## src/rtl/wb_mux_reg_pkg.sv

```systemverilog
// Shared definitions for the wb_intercon family: FSM state encodings and CTI/BTE constants.
package wb_mux_reg_pkg;

  typedef enum logic [1:0] {
    StIdle   = 2'd0,
    StActive = 2'd1,
    StDerr   = 2'd2,
    StTmo    = 2'd3
  } wb_state_e;

  localparam logic [2:0] CtiClassic = 3'b000;
  localparam logic [2:0] CtiIncr    = 3'b010;
  localparam logic [2:0] CtiEob     = 3'b111;
  localparam logic [1:0] BteLinear  = 2'b00;

endpackage

```

## src/rtl/wb_mux_reg_if.sv

```systemverilog
// Wishbone bus bundle; N > 1 gives the flattened multi-port form used on the slave side.
interface wb_mux_reg_if #(
  parameter int unsigned N  = 1,
  parameter int unsigned Aw = 32,
  parameter int unsigned Dw = 32
);
  logic [N*Aw-1:0]   adr;
  logic [N*Dw-1:0]   dat;
  logic [N*Dw/8-1:0] sel;
  logic [N-1:0]      we;
  logic [N-1:0]      cyc;
  logic [N-1:0]      stb;
  logic [N*3-1:0]    cti;
  logic [N*2-1:0]    bte;
  logic [N*Dw-1:0]   rdt;
  logic [N-1:0]      ack;
  logic [N-1:0]      err;
  logic [N-1:0]      rty;

  modport master (
    output adr, dat, sel, we, cyc, stb, cti, bte,
    input  rdt, ack, err, rty
  );

  modport slave (
    input  adr, dat, sel, we, cyc, stb, cti, bte,
    output rdt, ack, err, rty
  );
endinterface

```

## src/rtl/wb_addr_decode.sv

```systemverilog
// Combinational priority address decoder: lowest matching slave index wins.
module wb_addr_decode #(
  parameter int unsigned          NumSlaves = 4,
  parameter int unsigned          Aw        = 32,
  parameter logic [NumSlaves*Aw-1:0] MatchAddr = '0,
  parameter logic [NumSlaves*Aw-1:0] MatchMask = '0
) (
  input  logic [Aw-1:0]        adr_i,
  output logic [NumSlaves-1:0] onehot_o,
  output logic                 hit_o
);

  always_comb begin
    onehot_o = '0;
    hit_o    = 1'b0;
    // Walk downwards so the lowest matching index is the final assignment.
    for (int i = int'(NumSlaves) - 1; i >= 0; i--) begin
      if ((adr_i & MatchMask[i*Aw +: Aw]) == MatchAddr[i*Aw +: Aw]) begin
        onehot_o    = '0;
        onehot_o[i] = 1'b1;
        hit_o       = 1'b1;
      end
    end
  end

endmodule

```

## src/rtl/wb_mux_reg.sv

```systemverilog
// Registered-decode 1-to-N Wishbone mux with decode-miss errors and a response watchdog.
module wb_mux_reg
  import wb_mux_reg_pkg::*;
#(
  parameter int unsigned                 num_slaves = 4,
  parameter int unsigned                 aw         = 32,
  parameter int unsigned                 dw         = 32,
  parameter logic [num_slaves*aw-1:0]    MATCH_ADDR = '0,
  parameter logic [num_slaves*aw-1:0]    MATCH_MASK = '0,
  parameter int unsigned                 TIMEOUT    = 255
) (
  input  logic          wb_clk_i,
  input  logic          wb_rst_ni,
  wb_mux_reg_if.slave   wbm,
  wb_mux_reg_if.master  wbs,
  output logic          fault_o,
  output logic          fault_tmo_o,
  output logic [aw-1:0] fault_adr_o
);

  localparam int unsigned    CntW    = (TIMEOUT == 0) ? 1 : $clog2(TIMEOUT + 1);
  localparam logic [CntW-1:0] CntLast = CntW'((TIMEOUT == 0) ? 0 : TIMEOUT - 1);

  wb_state_e             state_q, state_d;
  logic [num_slaves-1:0] sel_q, sel_d;
  logic [CntW-1:0]       cnt_q, cnt_d;
  logic                  fault_tmo_q, fault_tmo_d;
  logic [aw-1:0]         fault_adr_q, fault_adr_d;

  logic [num_slaves-1:0] dec_onehot;
  logic                  dec_hit;
  logic [dw-1:0]         s_rdt;
  logic                  s_ack, s_err, s_rty, s_resp, active;

  wb_addr_decode #(
    .NumSlaves (num_slaves),
    .Aw        (aw),
    .MatchAddr (MATCH_ADDR),
    .MatchMask (MATCH_MASK)
  ) u_decode (
    .adr_i    (wbm.adr),
    .onehot_o (dec_onehot),
    .hit_o    (dec_hit)
  );

  assign wbs.adr = {num_slaves{wbm.adr}};
  assign wbs.dat = {num_slaves{wbm.dat}};
  assign wbs.sel = {num_slaves{wbm.sel}};
  assign wbs.we  = {num_slaves{wbm.we}};
  assign wbs.cti = {num_slaves{wbm.cti}};
  assign wbs.bte = {num_slaves{wbm.bte}};
  // sel_q is only non-zero in ACTIVE, so this gating also silences DERR/TMO.
  assign wbs.cyc = sel_q & {num_slaves{wbm.cyc}};
  assign wbs.stb = sel_q & {num_slaves{wbm.stb}};

  always_comb begin
    s_rdt = '0;
    for (int i = 0; i < int'(num_slaves); i++) begin
      if (sel_q[i]) s_rdt = s_rdt | wbs.rdt[i*dw +: dw];
    end
  end

  assign s_ack  = |(sel_q & wbs.ack);
  assign s_err  = |(sel_q & wbs.err);
  assign s_rty  = |(sel_q & wbs.rty);
  assign s_resp = s_ack | s_err | s_rty;
  assign active = (state_q == StActive);

  assign wbm.rdt     = active ? s_rdt : '0;
  assign wbm.ack     = active & s_ack;
  assign wbm.rty     = active & s_rty;
  assign wbm.err     = (active & s_err) | (state_q == StDerr) | (state_q == StTmo);
  assign fault_o     = (state_q == StDerr) | (state_q == StTmo);
  assign fault_tmo_o = fault_tmo_q;
  assign fault_adr_o = fault_adr_q;

  always_comb begin
    state_d     = state_q;
    sel_d       = sel_q;
    cnt_d       = '0;
    fault_tmo_d = fault_tmo_q;
    fault_adr_d = fault_adr_q;
    case (state_q)
      StIdle: begin
        if (wbm.cyc[0] && wbm.stb[0]) begin
          if (dec_hit) begin
            sel_d   = dec_onehot;
            state_d = StActive;
          end else begin
            state_d     = StDerr;
            fault_tmo_d = 1'b0;
            fault_adr_d = wbm.adr;
          end
        end
      end
      StActive: begin
        if (!wbm.cyc[0]) begin
          state_d = StIdle;
          sel_d   = '0;
        end else if (wbm.stb[0] && !s_resp) begin
          if ((TIMEOUT != 0) && (cnt_q == CntLast)) begin
            state_d     = StTmo;
            sel_d       = '0;
            fault_tmo_d = 1'b1;
            fault_adr_d = wbm.adr;
          end else begin
            cnt_d = cnt_q + CntW'(1);
          end
        end
      end
      StDerr, StTmo: state_d = StIdle;
      default:       state_d = StIdle;
    endcase
  end

  always_ff @(posedge wb_clk_i or negedge wb_rst_ni) begin
    if (!wb_rst_ni) begin
      state_q     <= StIdle;
      sel_q       <= '0;
      cnt_q       <= '0;
      fault_tmo_q <= 1'b0;
      fault_adr_q <= '0;
    end else begin
      state_q     <= state_d;
      sel_q       <= sel_d;
      cnt_q       <= cnt_d;
      fault_tmo_q <= fault_tmo_d;
      fault_adr_q <= fault_adr_d;
    end
  end

endmodule

```

## src/flat_wrapper.sv

```systemverilog
// flat-port wrapper written by rule: the top's interface ports become plain ports
module wb_mux_reg_flat import wb_mux_reg_pkg::*;
#(
  parameter int unsigned                 num_slaves = 4,
  parameter int unsigned                 aw         = 32,
  parameter int unsigned                 dw         = 32,
  parameter logic [num_slaves*aw-1:0]    MATCH_ADDR = '0,
  parameter logic [num_slaves*aw-1:0]    MATCH_MASK = '0,
  parameter int unsigned                 TIMEOUT    = 255
)
  (wb_clk_i, wb_rst_ni, fault_o, fault_tmo_o, fault_adr_o, wbm_adr, wbm_dat, wbm_sel, wbm_we, wbm_cyc, wbm_stb, wbm_cti, wbm_bte, wbm_rdt, wbm_ack, wbm_err, wbm_rty, wbs_adr, wbs_dat, wbs_sel, wbs_we, wbs_cyc, wbs_stb, wbs_cti, wbs_bte, wbs_rdt, wbs_ack, wbs_err, wbs_rty);
  wb_mux_reg_if #(.N(1), .Aw(32), .Dw(32)) wbm_i ();
  wb_mux_reg_if #(.N((4)), .Aw(32), .Dw(32)) wbs_i ();
  input  logic wb_clk_i;
  input  logic wb_rst_ni;
  output logic fault_o;
  output logic fault_tmo_o;
  output logic [aw-1:0] fault_adr_o;
  input wire logic [$bits(wbm_i.adr)-1:0] wbm_adr;
  input wire logic [$bits(wbm_i.dat)-1:0] wbm_dat;
  input wire logic [$bits(wbm_i.sel)-1:0] wbm_sel;
  input wire logic [$bits(wbm_i.we)-1:0] wbm_we;
  input wire logic [$bits(wbm_i.cyc)-1:0] wbm_cyc;
  input wire logic [$bits(wbm_i.stb)-1:0] wbm_stb;
  input wire logic [$bits(wbm_i.cti)-1:0] wbm_cti;
  input wire logic [$bits(wbm_i.bte)-1:0] wbm_bte;
  output wire logic [$bits(wbm_i.rdt)-1:0] wbm_rdt;
  output wire logic [$bits(wbm_i.ack)-1:0] wbm_ack;
  output wire logic [$bits(wbm_i.err)-1:0] wbm_err;
  output wire logic [$bits(wbm_i.rty)-1:0] wbm_rty;
  output wire logic [$bits(wbs_i.adr)-1:0] wbs_adr;
  output wire logic [$bits(wbs_i.dat)-1:0] wbs_dat;
  output wire logic [$bits(wbs_i.sel)-1:0] wbs_sel;
  output wire logic [$bits(wbs_i.we)-1:0] wbs_we;
  output wire logic [$bits(wbs_i.cyc)-1:0] wbs_cyc;
  output wire logic [$bits(wbs_i.stb)-1:0] wbs_stb;
  output wire logic [$bits(wbs_i.cti)-1:0] wbs_cti;
  output wire logic [$bits(wbs_i.bte)-1:0] wbs_bte;
  input wire logic [$bits(wbs_i.rdt)-1:0] wbs_rdt;
  input wire logic [$bits(wbs_i.ack)-1:0] wbs_ack;
  input wire logic [$bits(wbs_i.err)-1:0] wbs_err;
  input wire logic [$bits(wbs_i.rty)-1:0] wbs_rty;
  assign wbm_i.adr = wbm_adr;
  assign wbm_i.dat = wbm_dat;
  assign wbm_i.sel = wbm_sel;
  assign wbm_i.we = wbm_we;
  assign wbm_i.cyc = wbm_cyc;
  assign wbm_i.stb = wbm_stb;
  assign wbm_i.cti = wbm_cti;
  assign wbm_i.bte = wbm_bte;
  assign wbm_rdt = wbm_i.rdt;
  assign wbm_ack = wbm_i.ack;
  assign wbm_err = wbm_i.err;
  assign wbm_rty = wbm_i.rty;
  assign wbs_adr = wbs_i.adr;
  assign wbs_dat = wbs_i.dat;
  assign wbs_sel = wbs_i.sel;
  assign wbs_we = wbs_i.we;
  assign wbs_cyc = wbs_i.cyc;
  assign wbs_stb = wbs_i.stb;
  assign wbs_cti = wbs_i.cti;
  assign wbs_bte = wbs_i.bte;
  assign wbs_i.rdt = wbs_rdt;
  assign wbs_i.ack = wbs_ack;
  assign wbs_i.err = wbs_err;
  assign wbs_i.rty = wbs_rty;
  wb_mux_reg #(.num_slaves(num_slaves), .aw(aw), .dw(dw), .MATCH_ADDR(MATCH_ADDR), .MATCH_MASK(MATCH_MASK), .TIMEOUT(TIMEOUT)) u_core (.wb_clk_i(wb_clk_i), .wb_rst_ni(wb_rst_ni), .wbm(wbm_i), .wbs(wbs_i), .fault_o(fault_o), .fault_tmo_o(fault_tmo_o), .fault_adr_o(fault_adr_o));
endmodule
```

## config.mk

```make
export PLATFORM = sky130hd
export DESIGN_NAME = wb_mux_reg_flat
export DESIGN_NICKNAME = d
export VERILOG_FILES = /design/src/rtl/wb_mux_reg_pkg.sv /design/src/rtl/wb_mux_reg_if.sv /design/src/rtl/wb_addr_decode.sv /design/src/rtl/wb_mux_reg.sv /design/src/flat_wrapper.sv
export SDC_FILE = /design/constraint.sdc
export NUM_CORES = 1
export LEC_CHECK = 0
export CAP_MARGIN = 10
export CORE_AREA = 2 2 233 235
export DETAILED_ROUTE_END_ITERATION = 6
export DIE_AREA = 0 0 235 237
export PLACE_DENSITY = 0.47
export SKIP_LAST_GASP = 1
export SYNTH_ARGS = -nofsm -noshare
export SYNTH_HDL_FRONTEND = slang
export SYNTH_SLANG_ARGS = --single-unit
```

## constraint.sdc

```tcl
create_clock -name wb_clk_i -period 2 [get_ports wb_clk_i]
set_input_delay 0.3 -clock wb_clk_i [delete_from_list [all_inputs] [get_ports wb_clk_i]]
set_output_delay 0.3 -clock wb_clk_i [all_outputs]
set_load 0.1 [all_outputs]
```

==> flow_summary.html <==
<table>
<tr><th>Metric</th><th>Value</th></tr>
<tr><th colspan="2">Run status</th></tr>
<tr><td>Status</td><td>complete, no violations</td></tr>
<tr><th colspan="2">STA</th></tr>
<tr><td>Clock skew</td><td>0.0150 ns</td></tr>
<tr><td>Final setup violation count</td><td>0</td></tr>
<tr><td>Least-Margin Pin Slew</td><td>0.571 ns</td></tr>
<tr><td>Period utilisation layout</td><td>roughly 95%</td></tr>
<tr><td>Hold Violations, Final</td><td>0</td></tr>
<tr><td>Slew Limit Fails</td><td>0</td></tr>
<tr><td>Fin crit period</td><td>1.91 ns</td></tr>
<tr><td>Relative slew margins</td><td>61.8%</td></tr>
<tr><td>Maximum clock frequency</td><td>~0.52 GHz</td></tr>
<tr><th colspan="2">Drt</th></tr>
<tr><td>Detail Route met2 WL</td><td>6.21 mm</td></tr>
<tr><td>DRC errors left</td><td>0</td></tr>
<tr><td>Wirelength per Cell</td><td>11.2 um</td></tr>
<tr><td>Via/cell ratio</td><td>2.28</td></tr>
<tr><td>Routed metal-1 wire length</td><td>around 4.5 mm</td></tr>
<tr><td>Count of nets left with antenna violations after detail routing</td><td>0</td></tr>
<tr><td>Count of vias placed by the detailed router</td><td>approximately 2600</td></tr>
<tr><td>First-iteration detailed-routing DRC count</td><td>29</td></tr>
<tr><td>Top routing layer used</td><td>met4</td></tr>
<tr><td>Wire length on met3</td><td>1.47 mm</td></tr>
<tr><td>Final Routed Wirelength</td><td>approximately 13 mm</td></tr>
<tr><td>Initial DRT Pass Iterations</td><td>4</td></tr>
<tr><th colspan="2">Final layout</th></tr>
<tr><td>Finished Cell Area</td><td>7570 um2</td></tr>
<tr><td>Number of nets in the layout</td><td>675</td></tr>
<tr><td>Finished Core Util</td><td>14.2%</td></tr>
<tr><td>Layout filler cell count</td><td>roughly 5900</td></tr>
<tr><td>Share of final-layout standard cells stronger than drive strength 1</td><td>56.6%</td></tr>
<tr><td>Antenna fix cells</td><td>0</td></tr>
<tr><td>Area Growth Syn to Fin</td><td>69.9%</td></tr>
<tr><th colspan="2">Synth</th></tr>
<tr><td>Cell accounting for the most synthesized area</td><td>sky130_fd_sc_hd__buf_4</td></tr>
<tr><td>Mean area per synthesized cell</td><td>9.40 um2</td></tr>
<tr><td>Count of synthesis-stage warnings from yosys</td><td>0</td></tr>
<tr><td>EDFF count, synth</td><td>0</td></tr>
<tr><td>Proportion of synthesized flip-flops having asynchronous set or reset</td><td>between 90% and 100%</td></tr>
<tr><td>Proportion of synthesized chip area in sequential cells</td><td>24.7%</td></tr>
<tr><td>Instance count of the mapped netlist</td><td>474</td></tr>
<tr><td>Cell types with the highest counts after synthesis</td><td>302 x sky130_fd_sc_hd__buf_4, 44 x sky130_fd_sc_hd__dfrtp_1, 35 x sky130_fd_sc_hd__and3_1</td></tr>
<tr><td>Total of flip-flops plus latches after synthesis</td><td>between 40 and 50</td></tr>
<tr><td>Ranking of synthesized cells by area</td><td>sky130_fd_sc_hd__buf_4 51%, sky130_fd_sc_hd__dfrtp_1 25%, sky130_fd_sc_hd__mux2_4 9.4%</td></tr>
<tr><td>Library cell with the highest instance count after synthesis</td><td>sky130_fd_sc_hd__buf_4</td></tr>
<tr><td>Distinct cells, synth</td><td>35</td></tr>
<tr><td>Most frequently used flop master after synthesis</td><td>sky130_fd_sc_hd__dfrtp_1</td></tr>
<tr><td>Netlist area before placement</td><td>4450 um2</td></tr>
<tr><td>Top-area cell type share of the netlist area</td><td>50.9%</td></tr>
<tr><th colspan="2">Power and ir drop</th></tr>
<tr><td>Share of total power in the clock network</td><td>24.1%</td></tr>
<tr><td>Power share of the combinational group</td><td>56.1%</td></tr>
<tr><td>IR drop worst, VDD</td><td>0.308 mV</td></tr>
<tr><td>Total leakage power</td><td>3.40 nW</td></tr>
<tr><td>Power density over cell area</td><td>601 nW/um2</td></tr>
<tr><td>Total power after layout</td><td>4.55 mW</td></tr>
<tr><td>Net Sw Frac</td><td>48.0%</td></tr>
<tr><td>Sw Pwr</td><td>2.18 mW</td></tr>
<tr><td>Cell internal power dissipation</td><td>about 2.4 mW</td></tr>
<tr><td>Sequential share of power</td><td>19.8%</td></tr>
<tr><th colspan="2">Critical path</th></tr>
<tr><td>Worst R2R Start</td><td>u_core.cnt_q[0]$_DFF_PN0_</td></tr>
<tr><td>Setup slack of the worst register-to-register path</td><td>0.13 ns</td></tr>
<tr><td>Type of the setup path with the least slack</td><td>reg -&gt; out</td></tr>
<tr><td>Max stage delay cell, worst path</td><td>sky130_fd_sc_hd__dfrtp_1</td></tr>
<tr><td>Startpoint class of the critical path</td><td>register</td></tr>
<tr><td>Capturing element type of the critical path</td><td>output port</td></tr>
<tr><td>Critical Path Max Stage Delay</td><td>0.42 ns</td></tr>
<tr><td>Sequence of cells on the critical path</td><td>nor2b_1 &gt; buf_6 &gt; and3_1 &gt; buf_12</td></tr>
<tr><td>Data arrival time of the worst path</td><td>1.61 ns</td></tr>
<tr><td>Data required time of the critical path</td><td>1.70 ns</td></tr>
<tr><td>CP Buf/Inv Count</td><td>2</td></tr>
<tr><td>Maximum net fanout on the critical path</td><td>35</td></tr>
<tr><td>Family of cells with the greatest summed delay on the critical path</td><td>buffers and inverters</td></tr>
<tr><td>Timing startpoint of the critical path</td><td>u_core.state_q[1]$_DFFE_PN0P_</td></tr>
<tr><th colspan="2">CTS</th></tr>
<tr><td>Clock latency on the worst-skew pair</td><td>about 0.32 ns</td></tr>
<tr><td>Setup Fix Bufs, Post-CTS</td><td>0</td></tr>
<tr><td>Clock root cell</td><td>sky130_fd_sc_hd__clkbuf_16</td></tr>
<tr><td>Clock buffer count from CTS</td><td>5</td></tr>
<tr><td>Clock tree from TritonCTS</td><td>built</td></tr>
<tr><td>TritonCTS Sinks</td><td>44</td></tr>
<tr><td>H-Tree Depth</td><td>2</td></tr>
<tr><td>Clock transition at the registers of the reported paths</td><td>approximately 0.090 ns</td></tr>
<tr><td>CTS Buffer Depth</td><td>2</td></tr>
<tr><th colspan="2">Global routing</th></tr>
<tr><td>Overflow left after global routing</td><td>0</td></tr>
<tr><td>Global-route wire length before repair</td><td>around 19 mm</td></tr>
<tr><td>Number of global-route vias before repair</td><td>3034</td></tr>
<tr><td>Combined global-route utilization of all metal layers</td><td>4.63%</td></tr>
<tr><td>Pin count of the biggest net entering global routing</td><td>36</td></tr>
<tr><td>Initial antenna violation count</td><td>1</td></tr>
<tr><th colspan="2">Placed design</th></tr>
<tr><td>Global placer's final weighted congestion</td><td>just under 0.7</td></tr>
<tr><td>Post-DP Area</td><td>7380 um2</td></tr>
<tr><td>Half-perimeter wire length of the detailed placement result</td><td>10.5 mm</td></tr>
<tr><td>Total of buffers placed on input and output ports</td><td>269</td></tr>
<tr><th colspan="2">Floorplan</th></tr>
<tr><td>CORE AREA</td><td>roughly 53000 um2</td></tr>
<tr><td>Initial core utilization</td><td>8.36%</td></tr>
<tr><td>Chip Width</td><td>235 um</td></tr>
<tr><td>Y dimension of the die</td><td>237 um</td></tr>
<tr><td>Standard-cell rows</td><td>85</td></tr>
<tr><td>Area of the die</td><td>55700 um2</td></tr>
<tr><td>Ports placed on the boundary</td><td>591</td></tr>
<tr><th colspan="2">Run</th></tr>
<tr><td>Max-Cap Viols</td><td>0</td></tr>
<tr><th colspan="2">Min path</th></tr>
<tr><td>Worst min-delay path category</td><td>in -&gt; async</td></tr>
</table>
==> placed cells by master (no fill, tap or decap), drive strengths merged, types with 3 or more instances in the layout <==
master	count
conb	6
a21oi	3
and2	3
a31oi	3
mux2	32
and3	35
buf	215
nand3	3
nor3	7
clkbuf	6
dfrtp	44
clkdlybuf4s50	69
inv	3
==> metrics by stage <==
stage / hold WS, ns / setup TNS (ns) / instances / setup WS [ns]
detailed placement: 0.285 / -0.994 / 1143 / -0.0523
global route: 0.509 / -0.0637 / 1152 / -0.00949
floorplan: 0.00441 / 0 / 479 / 0.000238
global placement: 0.300 / -0.828 / 1143 / -0.0476
finish: 0.459 / 0 / 1152 / 0.0920
CTS: 0.445 / 0 / 1152 / 0.0145
==> cell families (layout without fill, tap and decap cells) <==
logic type	count (synthesis)	after routing	share of synthesized area, %
flops	44	44	24.7
buf+inv	319	296	52.9
compound gates	14	14	2.28
other cells	1	6	0.0842
simple gates	60	60	8.62
xor+xnor	2	2	0.393
mux	32	32	10.4
fa+ha+maj	2	2	0.562
==> state kept, by name (all words and copies together) (netlist names) <==
| register | count |
|---|---|
| u_core.state_q | 2 |
| u_core.cnt_q | 8 |
| u_core.sel_q | 1 |
| u_core.fault_tmo_o | 1 |
| u_core.fault_adr_o | 32 |
==> layout make-up <==
| cell class | count | area (um2) | area share [%] |
|---|---|---|---|
| Clock inverter | 2 | 38.8 | 0.512 |
| Inverter | 3 | 11.3 | 0.149 |
| Timing Repair Buffer | 285 | 4390 | 58.0 |
| Tap cell | 696 | 871 | 11.5 |
| Clock buffer | 6 | 139 | 1.83 |
| Multi-Input combinational cell | 116 | 1020 | 13.4 |
| Sequential cell | 44 | 1100 | 14.5 |
==> worst paths after layout <==
check                                                           to  depth (start not counted)
worst min-delay path            u_core.fault_adr_o[24]$_DFFE_PN0P_                          2
worst max-delay path                                   wbm_rdt[28]                          4
worst max register to register  u_core.fault_adr_o[15]$_DFFE_PN0P_                          6
min in group wb_clk_i               u_core.fault_tmo_o$_DFFE_PN0P_                          1
worst min register to register      u_core.fault_tmo_o$_DFFE_PN0P_                          1
max in group asynchronous        u_core.fault_adr_o[4]$_DFFE_PN0P_                          3
==> power by group through the flow <==
stage	logic (mW)	registers (mW)	clock network [mW]
6_report	2.55	0.899	1.10
5_1_grt	2.61	0.899	1.24
3_3_place_gp	2.56	0.916	0
2_1_floorplan	3.27	0.916	0
4_1_cts	2.57	0.898	1.22
3_5_place_dp	2.56	0.916	0
==> layer usage <==
| metal | track usage [%] | up-vias |
|---|---|---|
| met5 | 0 | - |
| met4 | 3.49 | 0 |
| li1 | - | 1179 |
| met2 | 7.28 | 200 |
| met1 | 4.83 | 1177 |
| met3 | 2.13 | 71 |
==> what timing repair did <==
| item | in CTS | in global routing |
|---|---|---|
| endpoints found under the hold margin | 18 | 0 |
| setup endpoints to repair | 0 | 34 |
| hold buffers | 1 | 0 |
| gates resized for setup | 0 | 1 |
Power figures use the tool's default switching activity.
